`config.mk`:
```
export PLATFORM = sky130hd
export DESIGN_NAME = hi_14a_reader_rx
export DESIGN_NICKNAME = d
export VERILOG_FILES = /design/src/rtl/hi_14a_pkg.sv /design/src/rtl/hi_14a_subcarrier_detect.sv /design/src/rtl/hi_14a_reader_rx.sv
export SDC_FILE = /design/constraint.sdc
export NUM_CORES = 1
export LEC_CHECK = 0
export ABC_AREA = 1
export ABC_CLOCK_PERIOD_IN_PS = 5700
export BUFFER_PORTS_ARGS = -buffer_cell sky130_fd_sc_hd__buf_4
export CAP_MARGIN = 20
export CORE_AREA = 2 2 57 113
export DETAILED_ROUTE_END_ITERATION = 7
export DIE_AREA = 0 0 59 115
export GPL_TIMING_DRIVEN = 1
export PLACE_DENSITY = 0.79
export RECOVER_POWER = 25
export SLEW_MARGIN = 5
export SYNTH_ARGS = -nofsm -noshare
export SYNTH_HDL_FRONTEND = slang
export SYNTH_SLANG_ARGS = --single-unit
```
`constraint.sdc`:
```
create_clock -name ck_1356meg -period 5.7 [get_ports ck_1356meg]
set_input_delay 1.14 -clock ck_1356meg [delete_from_list [all_inputs] [get_ports ck_1356meg]]
set_output_delay 1.14 -clock ck_1356meg [all_outputs]
set_load 0.1 [all_outputs]
```
`src/rtl/hi_14a_pkg.sv`:
```
// rtl/hi_14a_pkg.sv - shared types and constants for the ISO 14443A reader receive path
// Purpose: receiver state encoding, air-interface timing constants and the odd-parity helper.
// Ports: none (package).
package hi_14a_pkg;

  typedef enum logic [1:0] {
    ST_IDLE = 2'd0,
    ST_SOF  = 2'd1,
    ST_DATA = 2'd2
  } rx_state_t;

  localparam int SUBC_CLKS    = 16;   // one fc/16 subcarrier period = one detection window
  localparam int BIT_CLKS     = 128;  // fc/128 bit period
  localparam int WIN_PER_HALF = BIT_CLKS / (2 * SUBC_CLKS);
  localparam int DATA_BITS    = 8;

  // High when data plus parity bit do not contain an odd number of ones.
  function automatic logic odd_parity_err(input logic [7:0] data, input logic parity);
    return ~(^{data, parity});
  endfunction

endpackage

```
`src/rtl/hi_14a_subcarrier_detect.sv`:
```
// rtl/hi_14a_subcarrier_detect.sv - per-window subcarrier presence detector
// Purpose: tracks min/max of adc_d over 16-sample windows and flags windows whose
//          peak-to-peak swing reaches THRESH.
// Ports:
//   clk      in   carrier clock
//   reset    in   synchronous active-high reset
//   restart  in   realign the window counter (next sample becomes sample 0)
//   adc_d    in   8-bit peak-detector sample
//   win_done out  high during the cycle that samples the 16th value of a window
//   win_mod  out  window swing >= THRESH, qualified by win_done
module hi_14a_subcarrier_detect
  import hi_14a_pkg::*;
#(
  parameter int THRESH = 8
) (
  input  logic       clk,
  input  logic       reset,
  input  logic       restart,
  input  logic [7:0] adc_d,
  output logic       win_done,
  output logic       win_mod
);

  logic [3:0] wcnt;
  logic [7:0] min_q, max_q;
  logic [7:0] min_c, max_c;
  logic [8:0] span;

  // Sample 0 of each window reloads the trackers, so the decision at the last
  // sample covers exactly this window's 16 values including the current one.
  always_comb begin
    if (wcnt == 4'd0) begin
      min_c = adc_d;
      max_c = adc_d;
    end else begin
      min_c = (adc_d < min_q) ? adc_d : min_q;
      max_c = (adc_d > max_q) ? adc_d : max_q;
    end
    span = {1'b0, max_c} - {1'b0, min_c};
  end

  assign win_done = (wcnt == 4'(SUBC_CLKS - 1));
  assign win_mod  = win_done && (span >= 9'(THRESH));

  always_ff @(posedge clk) begin
    if (reset) begin
      wcnt  <= 4'd0;
      min_q <= 8'd0;
      max_q <= 8'd0;
    end else begin
      min_q <= min_c;
      max_q <= max_c;
      wcnt  <= restart ? 4'd0 : wcnt + 4'd1;
    end
  end

endmodule

```
`src/rtl/hi_14a_reader_rx.sv`:
```
// rtl/hi_14a_reader_rx.sv - ISO 14443A reader receive path (subcarrier demod + Manchester byte decode)
// Purpose: turns subcarrier windows into half-bit decisions, decodes start bit, data
//          bytes with odd parity, collisions and end of frame into byte/frame strobes.
// Ports:
//   ck_1356meg    in   13.56 MHz carrier clock
//   reset         in   synchronous active-high reset
//   enable        in   receiver armed; low forces IDLE
//   adc_d         in   peak-detector sample
//   adc_clk       out  ADC sample clock (the carrier clock)
//   rx_data       out  received byte, LSB first on air
//   rx_nbits      out  valid bits in rx_data (1..8)
//   rx_parity     out  received parity bit
//   rx_parity_err out  odd-parity check failed
//   rx_collision  out  some bit of the byte had both halves modulated
//   rx_valid      out  1-cycle strobe for the rx_* fields
//   rx_eof        out  1-cycle end-of-frame strobe
//   rx_busy       out  frame reception in progress
module hi_14a_reader_rx
  import hi_14a_pkg::*;
#(
  parameter int THRESH = 8,
  parameter int MAJ    = 3
) (
  input  logic       ck_1356meg,
  input  logic       reset,
  input  logic       enable,
  input  logic [7:0] adc_d,
  output logic       adc_clk,
  output logic [7:0] rx_data,
  output logic [3:0] rx_nbits,
  output logic       rx_parity,
  output logic       rx_parity_err,
  output logic       rx_collision,
  output logic       rx_valid,
  output logic       rx_eof,
  output logic       rx_busy
);

  rx_state_t  state, state_n;
  logic [1:0] pcnt, pcnt_n;
  logic [2:0] mcnt, mcnt_n, mcnt_sum;
  logic       second_half, second_half_n;
  logic       h1, h1_n;
  logic [3:0] bitcnt, bitcnt_n;
  logic [7:0] shreg, shreg_n;
  logic       coll, coll_n;

  logic [7:0] rx_data_n;
  logic [3:0] rx_nbits_n;
  logic       rx_parity_n, rx_parity_err_n, rx_collision_n, rx_valid_n, rx_eof_n;

  logic win_done, win_mod, half_end, half_mod, bit_coll, sof_hit;

  assign adc_clk = ck_1356meg;
  assign rx_busy = (state != ST_IDLE);

  hi_14a_subcarrier_detect #(
    .THRESH (THRESH)
  ) u_detect (
    .clk      (ck_1356meg),
    .reset    (reset),
    .restart  (sof_hit),
    .adc_d    (adc_d),
    .win_done (win_done),
    .win_mod  (win_mod)
  );

  always_comb begin
    mcnt_sum = mcnt + {2'b00, win_mod};
    half_mod = (mcnt_sum >= 3'(MAJ));
    half_end = win_done && (pcnt == 2'(WIN_PER_HALF - 1));
    bit_coll = h1 && half_mod;

    state_n         = state;
    pcnt_n          = pcnt;
    mcnt_n          = mcnt;
    second_half_n   = second_half;
    h1_n            = h1;
    bitcnt_n        = bitcnt;
    shreg_n         = shreg;
    coll_n          = coll;
    rx_data_n       = rx_data;
    rx_nbits_n      = rx_nbits;
    rx_parity_n     = rx_parity;
    rx_parity_err_n = rx_parity_err;
    rx_collision_n  = rx_collision;
    rx_valid_n      = 1'b0;
    rx_eof_n        = 1'b0;
    sof_hit         = 1'b0;

    if (!enable) begin
      state_n       = ST_IDLE;
      pcnt_n        = 2'd0;
      mcnt_n        = 3'd0;
      second_half_n = 1'b0;
      h1_n          = 1'b0;
      bitcnt_n      = 4'd0;
      shreg_n       = 8'd0;
      coll_n        = 1'b0;
    end else begin
      case (state)
        ST_IDLE: begin
          // The triggering window is already window 0 of the start bit's first half.
          if (win_done && win_mod) begin
            state_n       = ST_SOF;
            pcnt_n        = 2'd1;
            mcnt_n        = 3'd1;
            second_half_n = 1'b0;
            sof_hit       = 1'b1;
          end
        end
        ST_SOF, ST_DATA: begin
          if (win_done) begin
            if (half_end) begin
              pcnt_n = 2'd0;
              mcnt_n = 3'd0;
            end else begin
              pcnt_n = pcnt + 2'd1;
              mcnt_n = mcnt_sum;
            end
            if (half_end && !second_half) begin
              h1_n          = half_mod;
              second_half_n = 1'b1;
            end
            if (half_end && second_half) begin
              second_half_n = 1'b0;
              if (state == ST_SOF) begin
                state_n  = (h1 && !half_mod) ? ST_DATA : ST_IDLE;
                bitcnt_n = 4'd0;
              end else if (!h1 && !half_mod) begin
                // No modulation in either half: end of frame, flush any partial byte.
                state_n  = ST_IDLE;
                rx_eof_n = 1'b1;
                if (bitcnt != 4'd0) begin
                  rx_valid_n      = 1'b1;
                  rx_data_n       = shreg;
                  rx_nbits_n      = bitcnt;
                  rx_parity_n     = 1'b0;
                  rx_parity_err_n = 1'b0;
                  rx_collision_n  = coll;
                end
                bitcnt_n = 4'd0;
                shreg_n  = 8'd0;
                coll_n   = 1'b0;
              end else if (bitcnt == 4'(DATA_BITS)) begin
                // Ninth bit of a byte is the parity bit; the bit value is the first half.
                rx_valid_n      = 1'b1;
                rx_data_n       = shreg;
                rx_nbits_n      = 4'(DATA_BITS);
                rx_parity_n     = h1;
                rx_parity_err_n = odd_parity_err(shreg, h1);
                rx_collision_n  = coll | bit_coll;
                bitcnt_n        = 4'd0;
                shreg_n         = 8'd0;
                coll_n          = 1'b0;
              end else begin
                shreg_n[bitcnt[2:0]] = h1;
                bitcnt_n             = bitcnt + 4'd1;
                coll_n               = coll | bit_coll;
              end
            end
          end
        end
        default: state_n = ST_IDLE;
      endcase
    end
  end

  always_ff @(posedge ck_1356meg) begin
    if (reset) begin
      state         <= ST_IDLE;
      pcnt          <= 2'd0;
      mcnt          <= 3'd0;
      second_half   <= 1'b0;
      h1            <= 1'b0;
      bitcnt        <= 4'd0;
      shreg         <= 8'd0;
      coll          <= 1'b0;
      rx_data       <= 8'd0;
      rx_nbits      <= 4'd0;
      rx_parity     <= 1'b0;
      rx_parity_err <= 1'b0;
      rx_collision  <= 1'b0;
      rx_valid      <= 1'b0;
      rx_eof        <= 1'b0;
    end else begin
      state         <= state_n;
      pcnt          <= pcnt_n;
      mcnt          <= mcnt_n;
      second_half   <= second_half_n;
      h1            <= h1_n;
      bitcnt        <= bitcnt_n;
      shreg         <= shreg_n;
      coll          <= coll_n;
      rx_data       <= rx_data_n;
      rx_nbits      <= rx_nbits_n;
      rx_parity     <= rx_parity_n;
      rx_parity_err <= rx_parity_err_n;
      rx_collision  <= rx_collision_n;
      rx_valid      <= rx_valid_n;
      rx_eof        <= rx_eof_n;
    end
  end

endmodule
```
Word level (Yosys, flattened, before mapping)
Index checks and enable logic that the tools add are counted.
- add/subtract/negate cells: 5
- multiply operators: 0
- divide/modulo/power cells: 0
- $lt $le $gt $ge: 6
- equality and inequality tests: 11
- shifts and indexed selects: 0
- multiplexer cells: 54
- bitwise operators: 7
- reduce and logical (&&, ||, !) cells: 30
- operator list (cell ; number):
    two-way mux 8 bit ; 9
    two-way mux 4 bit ; 6
    two-way mux 1 bit ; 22
    two-way mux 2 bit ; 8
    AND reduction 4 bit ; 3
    greater-or-equal comparator 9 x 4 -> 1 bit (second input constant) ; 1
    logical AND 1 bit ; 9
    two-way mux 3 bit ; 3
    AND reduction 3 bit ; 3
    XOR reduction 9 bit ; 1
    subtractor 8 x 8 -> 9 bit ; 1
    adder 4 x 1 -> 4 bit (second input constant) ; 2
    bitwise mux 8 bit ; 1
    == test 4 bit (second input constant) ; 2
    greater-than comparator 8 bit ; 1
    < comparator 8 bit ; 1
    case mux 2 bit (2 select lines) ; 2
    AND reduction 7 bit ; 1
    inequality test 3 bit (second input constant) ; 2
    inverter 1 bit ; 6
    case mux 3 bit (2 select lines) ; 1
    nonzero test 2 bit ; 3
    OR reduction 2 bit ; 3
    OR reduction 6 bit ; 1
    other kinds (16) ; 21
- register bits after elaboration: 59
- latch bits: 0
- memory bits (writable): 0
- ROM bits: 0
- input port bits: 11
- memories kept: 0

Longest topological paths before layout
Gate-level depths: netlist of run 1.
- depth in word-level cells: 15
- mapped depth: 39

Cells and area by module
A second synthesis of run 1 with hierarchy kept.
- cells, all modules: 586
- area total of the unflattened synthesis: 3931.3 um^2
- modules (own cells, without submodules) (module ; times used ; cells an instance ; area an instance (um^2)):
    hi_14a_reader_rx ; 1 ; 334 ; 2202.1
    hi_14a_subcarrier_detect ; 1 ; 252 ; 1729.2

==> qor.csv, run 1 <==
metric,value,unit
outcome,"complete, no violations",
area grow syn2layout,17.4,%
slowest stage cell on the critical path,fa_1,
row cnt,40,
CP peak stage delay,0.35,ns
Avg Synthesized Cell Area,6.99,µm²
LEAKAGE,0.00192,µW
Clock Pin Slew Worst Setup and Hold Paths,0.05,ns
Gate power share,0.210,
share of layout cells above drive strength 1,0.125,
Startpoint Class,input port,
Worst-Margin Slew,1.19,ns
vias in the first global route,2879,
Hold Crit Class,flip-flop to flip-flop,
HPWL after detailed placement,5.03,mm
slew margin rel.,0.209,
worst reg2reg path startpoint,u_detect.max_q[7],
Power Internal,1010,µW
clk_skew,0.00783,ns
Worst Path Required,6.03,ns
Reg2Reg Depth,33,
power consumption,1450,µW
CP most frequent cell,nand2_1,
synthesized cell area,3480,µm²
largest net degree at the start of global routing,21,
post-CTS setup buffer count,0,
area of the multi-input gates,1970,µm²
Final setup viols,0,
"Top FF cell, synth",dfxtp_1,
clock latency on the worst-skew pair,0.44,ns
final net count,577,
antenna cells,0,
ranking of synthesized cells by area,"dfxtp_1, ha_1, nand2_1",
Flop pwr share,0.305,
CTS tree,built,
Fmax,194,MHz
RSZ-0062 raised after global routing,no,
setup TNS,0,ns
# fillers,515,
Port Buffers,29,
die width,59,µm
Yosys top cell area share,0.339,
Routed Antenna Nets,0,
critical path arrival,5.47,ns
FF/Latch Area,1180,µm²
die area,6790,µm²
Syn Inst Count,498,
Core ar.,5910,µm²
syn nets,542,
die height,115,µm
top cell type by total area after synthesis,dfxtp_1,
Final Hold Viols,0,
Tmin final,5.15,ns
Area after DPL,3740,µm²
Sw Share,0.308,
synth warn,0,
GRT Total Usage,0.232,
global-route wire length before repair,12.2,mm
max_cap viols,0,
via count,3098,
"Design Area, Final",4090,µm²
#FFs+latches synth,59,
WS Path Type,input port to flip-flop,
maximum vdd ir drop,0.000399,V
r2r endpoint,rx_data[3],
Post-Route WL,6.99,mm
end point of the critical path,rx_data[3],
register area share after synthesis,0.339,
I/O pins,30,
crit-path max FO,16,
"EDFF count, synth",0,
vias per cell,5.15,
First-pass DRT Iterations,4,
number of antenna violations at the first check in global routing,0,
RePlAce Congestion,0.862,
cts hold-fix bufs,0,
Critical Path End Type,flip-flop,
sw power,448,µW
Final Max Slew Viols,0,
clock power share,0.485,
GR Overflow Total,0,
# resized after CTS,0,
Async SR Flop Fraction,0,
Initial Utilization,0.589,
post-route clock period utilization,0.903,
R2R Setup Slk,0.99,ns
PwrDens,356,nW/µm²
crit path from,adc_d[7],
WL per Instance,11.6,µm
1st-iter DRT viols,128,
synth unique cells,34,
DRC violations left,0,
==> flip-flops by register name (all words and copies together) (netlist names), 3 cells and up, named ones only <==
signal	cells
shreg	8
rx_nbits	4
bitcnt	4
mcnt	3
rx_data	8
u_detect.wcnt	4
u_detect.min_q	8
u_detect.max_q	5
==> power groups by stage <==
| stage | logic, µW | registers (µW) | clock network [µW] |
|---|---|---|---|
| 5_1_grt | 362 | 445 | 742 |
| 3_3_place_gp | 296 | 451 | 66.2 |
| 6_report | 305 | 443 | 706 |
| 2_1_floorplan | 249 | 448 | 66.2 |
| 3_5_place_dp | 302 | 451 | 66.2 |
| 4_1_cts | 309 | 443 | 720 |
==> per-layer routing <==
metal	wire, µm	vias up	global-route usage
met4	159	0	0.114
met1	3330	1361	0.290
li1	-	1669	-
met3	252	15	0.0630
met2	3250	53	0.363
met5	0	-	0
==> cells by family (layout without fill, tap and decap cells) <==
logic type               count (synthesis)  count (layout)  share of synthesized area
AO/OA/AOI/OAI                           80              80                      0.123
XOR/XNOR                                12              12                     0.0302
adder cells (fa/ha/maj)                 33              33                      0.121
buffers and inverters                   84             124                     0.0949
flip-flops                              59              59                      0.339
AND/OR/NAND/NOR                        230             230                      0.292
==> critical path, delay by kind of cell <==
family	cells	cell delay, ns
buffers and inverters	5	0.56
XOR/XNOR	1	0.17
AND/OR/NAND/NOR	18	1.64
AO/OA/AOI/OAI	4	0.79
adder cells (fa/ha/maj)	5	1.17
==> synthesized netlist by cell type, types with 3 or more instances <==
master	n
nand2_2	12
nand3_1	28
clkbuf_1	8
a21oi_1	31
inv_2	5
nor3_1	12
o21ai_0	38
o31ai_1	3
nand2_4	5
xnor2_1	6
ha_1	32
nor2_1	65
nand2_1	99
inv_1	67
xor2_1	6
dfxtp_1	59
==> final cells by class <==
cell class,count,area share
inverter,73,0.0677
tap,63,0.0193
sequential,59,0.289
timing repair buffer,31,0.0478
multi-input combinational,355,0.481
clock buffer,16,0.0830
clock inverter,4,0.0119
==> per-stage QoR <==
stage,std cells,hold slack (ns),setup slack (ns),util
after global routing,601,0.502,0.0352,0.692
after detailed placement,582,0.450,0.0632,0.634
final,601,0.479,0.553,0.692
after global placement,582,0.442,0.181,0.634
after floorplan,498,0.430,0.370,-
after CTS,601,0.480,0.486,0.698
==> layout by cell type, fill, tap and decap left out, types with 3 or more instances in the layout <==
cell type	instances
xnor2_1	6
nand2_1	100
o21ai_0	37
xor2_1	6
a21oi_1	31
nand2_2	11
nor2_1	65
inv_1	67
ha_1	32
inv_2	4
clkbuf_16	12
dfxtp_1	59
clkbuf_1	11
nand2_4	5
buf_4	22
nor3_1	12
o31ai_1	3
nand3_1	28
==> how the worst min path moves through the flow <==
| stage | startpoint | to | slack, ns | cells past startpoint |
|---|---|---|---|---|
| global route | u_detect.wcnt[0] | u_detect.wcnt[0] | 0.50 | 1 |
| floorplan | u_detect.wcnt[0] | u_detect.wcnt[0] | 0.43 | 1 |
| finish | pcnt[0] | pcnt[0] | 0.48 | 2 |
| CTS | pcnt[0] | pcnt[0] | 0.48 | 2 |
| detailed placement | u_detect.wcnt[0] | u_detect.wcnt[0] | 0.45 | 1 |
| global placement | u_detect.wcnt[0] | u_detect.wcnt[0] | 0.44 | 1 |
Note: power is estimated with default switching activity, not from simulation.
==> run 2, diff against run 1 <==
--- a/config.mk
+++ b/config.mk
@@ -13,7 +13,7 @@
 export DETAILED_ROUTE_END_ITERATION = 7
 export DIE_AREA = 0 0 59 115
 export GPL_TIMING_DRIVEN = 1
-export PLACE_DENSITY = 0.79
+export PLACE_DENSITY = 0.78
 export RECOVER_POWER = 25
 export SLEW_MARGIN = 5
 export SYNTH_ARGS = -nofsm -noshare
==> run 2 against run 1 <==
Worst setup slack improved by 0.041 ns; first-iteration DRC count increased by 27%; cell area decreased by 0.24%; core utilization decreased by 0.17 points; cell count increased by 0.17%; via count increased by 0.13%.
==> qor.csv, run 2 (synthesis results as in run 1) <==
metric,value,unit,change
Hold Crit Class,flip-flop to flip-flop,,
crit path buf inv count,5,,unchanged
HPWL after detailed placement,5.05,mm,+0.41%
die height,115,µm,unchanged
slew margin rel.,0.222,,+0.0123
cts hold-fix bufs,0,,unchanged
Post-Route WL,7.03,mm,+0.70%
largest net degree at the start of global routing,21,,unchanged
WS Path Type,input port to flip-flop,,
maximum vdd ir drop,0.000289,V,-27%
1st-iter DRT viols,163,,+27%
clock power share,0.477,,-0.008
Clock Pin Slew Worst Setup and Hold Paths,0.05,ns,about the same
First-pass DRT Iterations,5,,+1
RePlAce Congestion,0.848,,-1.7%
Gate power share,0.213,,+0.003
# fillers,500,,-2.9%
Critical Path End Type,flip-flop,,
GR Overflow Total,0,,unchanged
Routed Antenna Nets,0,,unchanged
Worst Path Required,6.03,ns,about the same
"most common cell after layout, fill and taps aside",nand2_1,,
clock latency on the worst-skew pair,0.44,ns,about the same
Final setup viols,0,,unchanged
Flop pwr share,0.310,,+0.005
Tmin final,5.11,ns,-0.0408 ns
clk_skew,0.00630,ns,-0.00152 ns
crit-path max FO,16,,unchanged
LEAKAGE,0.00192,µW,about the same
Worst-Margin Slew,1.17,ns,-0.0186 ns
share of layout cells above drive strength 1,0.126,,+0.00162
WL per Instance,11.7,µm,+0.53%
vias in the first global route,2944,,+2.3%
PwrDens,351,nW/µm²,-1.4%
Final Hold Viols,0,,unchanged
max_cap viols,0,,unchanged
row cnt,40,,unchanged
GRT Total Usage,0.235,,+0.00282
Startpoint Class,input port,,
area of the multi-input gates,1970,µm²,unchanged
most frequent cells in the layout,"nand2_1, inv_1, nor2_1",,
final net count,578,,+0.17%
via count,3102,,+0.13%
vias per cell,5.15,,about the same
Port Buffers,29,,unchanged
number of antenna violations at the first check in global routing,0,,unchanged
Core ar.,5910,µm²,unchanged
CP most frequent cell,nand2_1,,
CP top delay family,simple AND/OR/NAND/NOR gates,,
antenna cells,0,,unchanged
I/O pins,30,,unchanged
area grow syn2layout,17.1,%,
Initial Utilization,0.589,,unchanged
final std cells w/o fill,602,,+0.17%
slowest stage cell on the critical path,fa_1,,
critical path arrival,5.43,ns,-0.04 ns
Placed Cells,583,,+0.17%
sw power,448,µW,about the same
RSZ-0062 raised after global routing,no,,
setup TNS,0,ns,unchanged
Sw Share,0.314,,+0.00520
Power Internal,981,µW,-2.4%
FF/Latch Area,1180,µm²,unchanged
CP peak stage delay,0.42,ns,+0.07 ns
Final Max Slew Viols,0,,unchanged
DRC violations left,0,,unchanged
die width,59,µm,unchanged
post-route clock period utilization,0.896,,-0.00716
die area,6790,µm²,unchanged
outcome,"complete, no violations",,
Fmax,196,MHz,+0.80%
CTS tree,built,,
global-route wire length before repair,12.2,mm,-0.17%
Largest regs,"rx_data: 8 flops, shreg: 8 flops, u_detect.min_q: 8 flops",,
-- run 2: cell count changes in the layout (fill, tap and decap cells not counted), sizes merged --
cell    delta
clkbuf     -2
clkinv     +1
buf        +2
-- run 2: worst paths after layout --
check                         start                to  slack [ns]  cells past startpoint
hold / removal     u_detect.wcnt[0]  u_detect.wcnt[0]        0.46                      1
setup reg to reg  u_detect.min_q[3]        rx_data[1]        1.02                     37
setup / recovery           adc_d[7]        rx_data[1]        0.59                     32
hold reg to reg    u_detect.wcnt[0]  u_detect.wcnt[0]        0.46                      1
-- run 2: area by class of cell --
class | instances | share of cell area
multi-input cells | 355 | 0.483
inverters | 73 | 0.0672
well taps | 63 | 0.0193
clock inverters | 5 | 0.0132
repair buffers | 32 | 0.0506
clock buffers | 15 | 0.0773
flip-flops and latches | 59 | 0.290
-- run 2: power by group through the flow --
stage,sequential (µW),combinational (µW),clock [µW]
final,443,305,682
after global routing,445,358,715
after CTS,443,308,692
after detailed placement,450,304,66.2
after global placement,451,297,66.2
after floorplan,448,249,66.2
-- run 2: metal layers --
metal | global-route usage | up-vias | wire length [µm]
met1 | 0.289 | 1372 | 3390
met2 | 0.355 | 58 | 3220
met5 | 0 | - | 0
met3 | 0.0754 | 13 | 268
li1 | - | 1659 | -
met4 | 0.133 | 0 | 157
-- run 2: timing repair --
action | CTS | global route
endpoints found under the setup margin | 0 | 9
gates resized for setup | 0 | 4
endpoints found under the hold margin | 0 | 0
setup buffers | 0 | 0
-- run 2: stage by stage --
step	worst slack (ns)	total power (µW)	hold slack (ns)	utilization	cell area [µm²]
2_1_floorplan	0.370	763	0.430	-	3480
3_3_place_gp	0.185	814	0.442	0.635	3750
3_5_place_dp	0.0618	820	0.458	0.635	3750
4_1_cts	0.443	1440	0.466	0.696	4110
5_1_grt	0.0599	1520	0.482	0.690	4080
6_report	0.594	1430	0.464	0.690	4080
-- run 2: worst reg2reg max path, delay by kind of cell, from the launching register on --
family / cells / cell delay, ns
and+or+nand+nor: 20 / 1.63
adders and majority gates: 5 / 1.14
AOI/OAI and AO/OA: 4 / 0.66
buffers and inverters: 7 / 0.62
DFF: 1 / 0.34
xor gates and xnor gates: 1 / 0.18
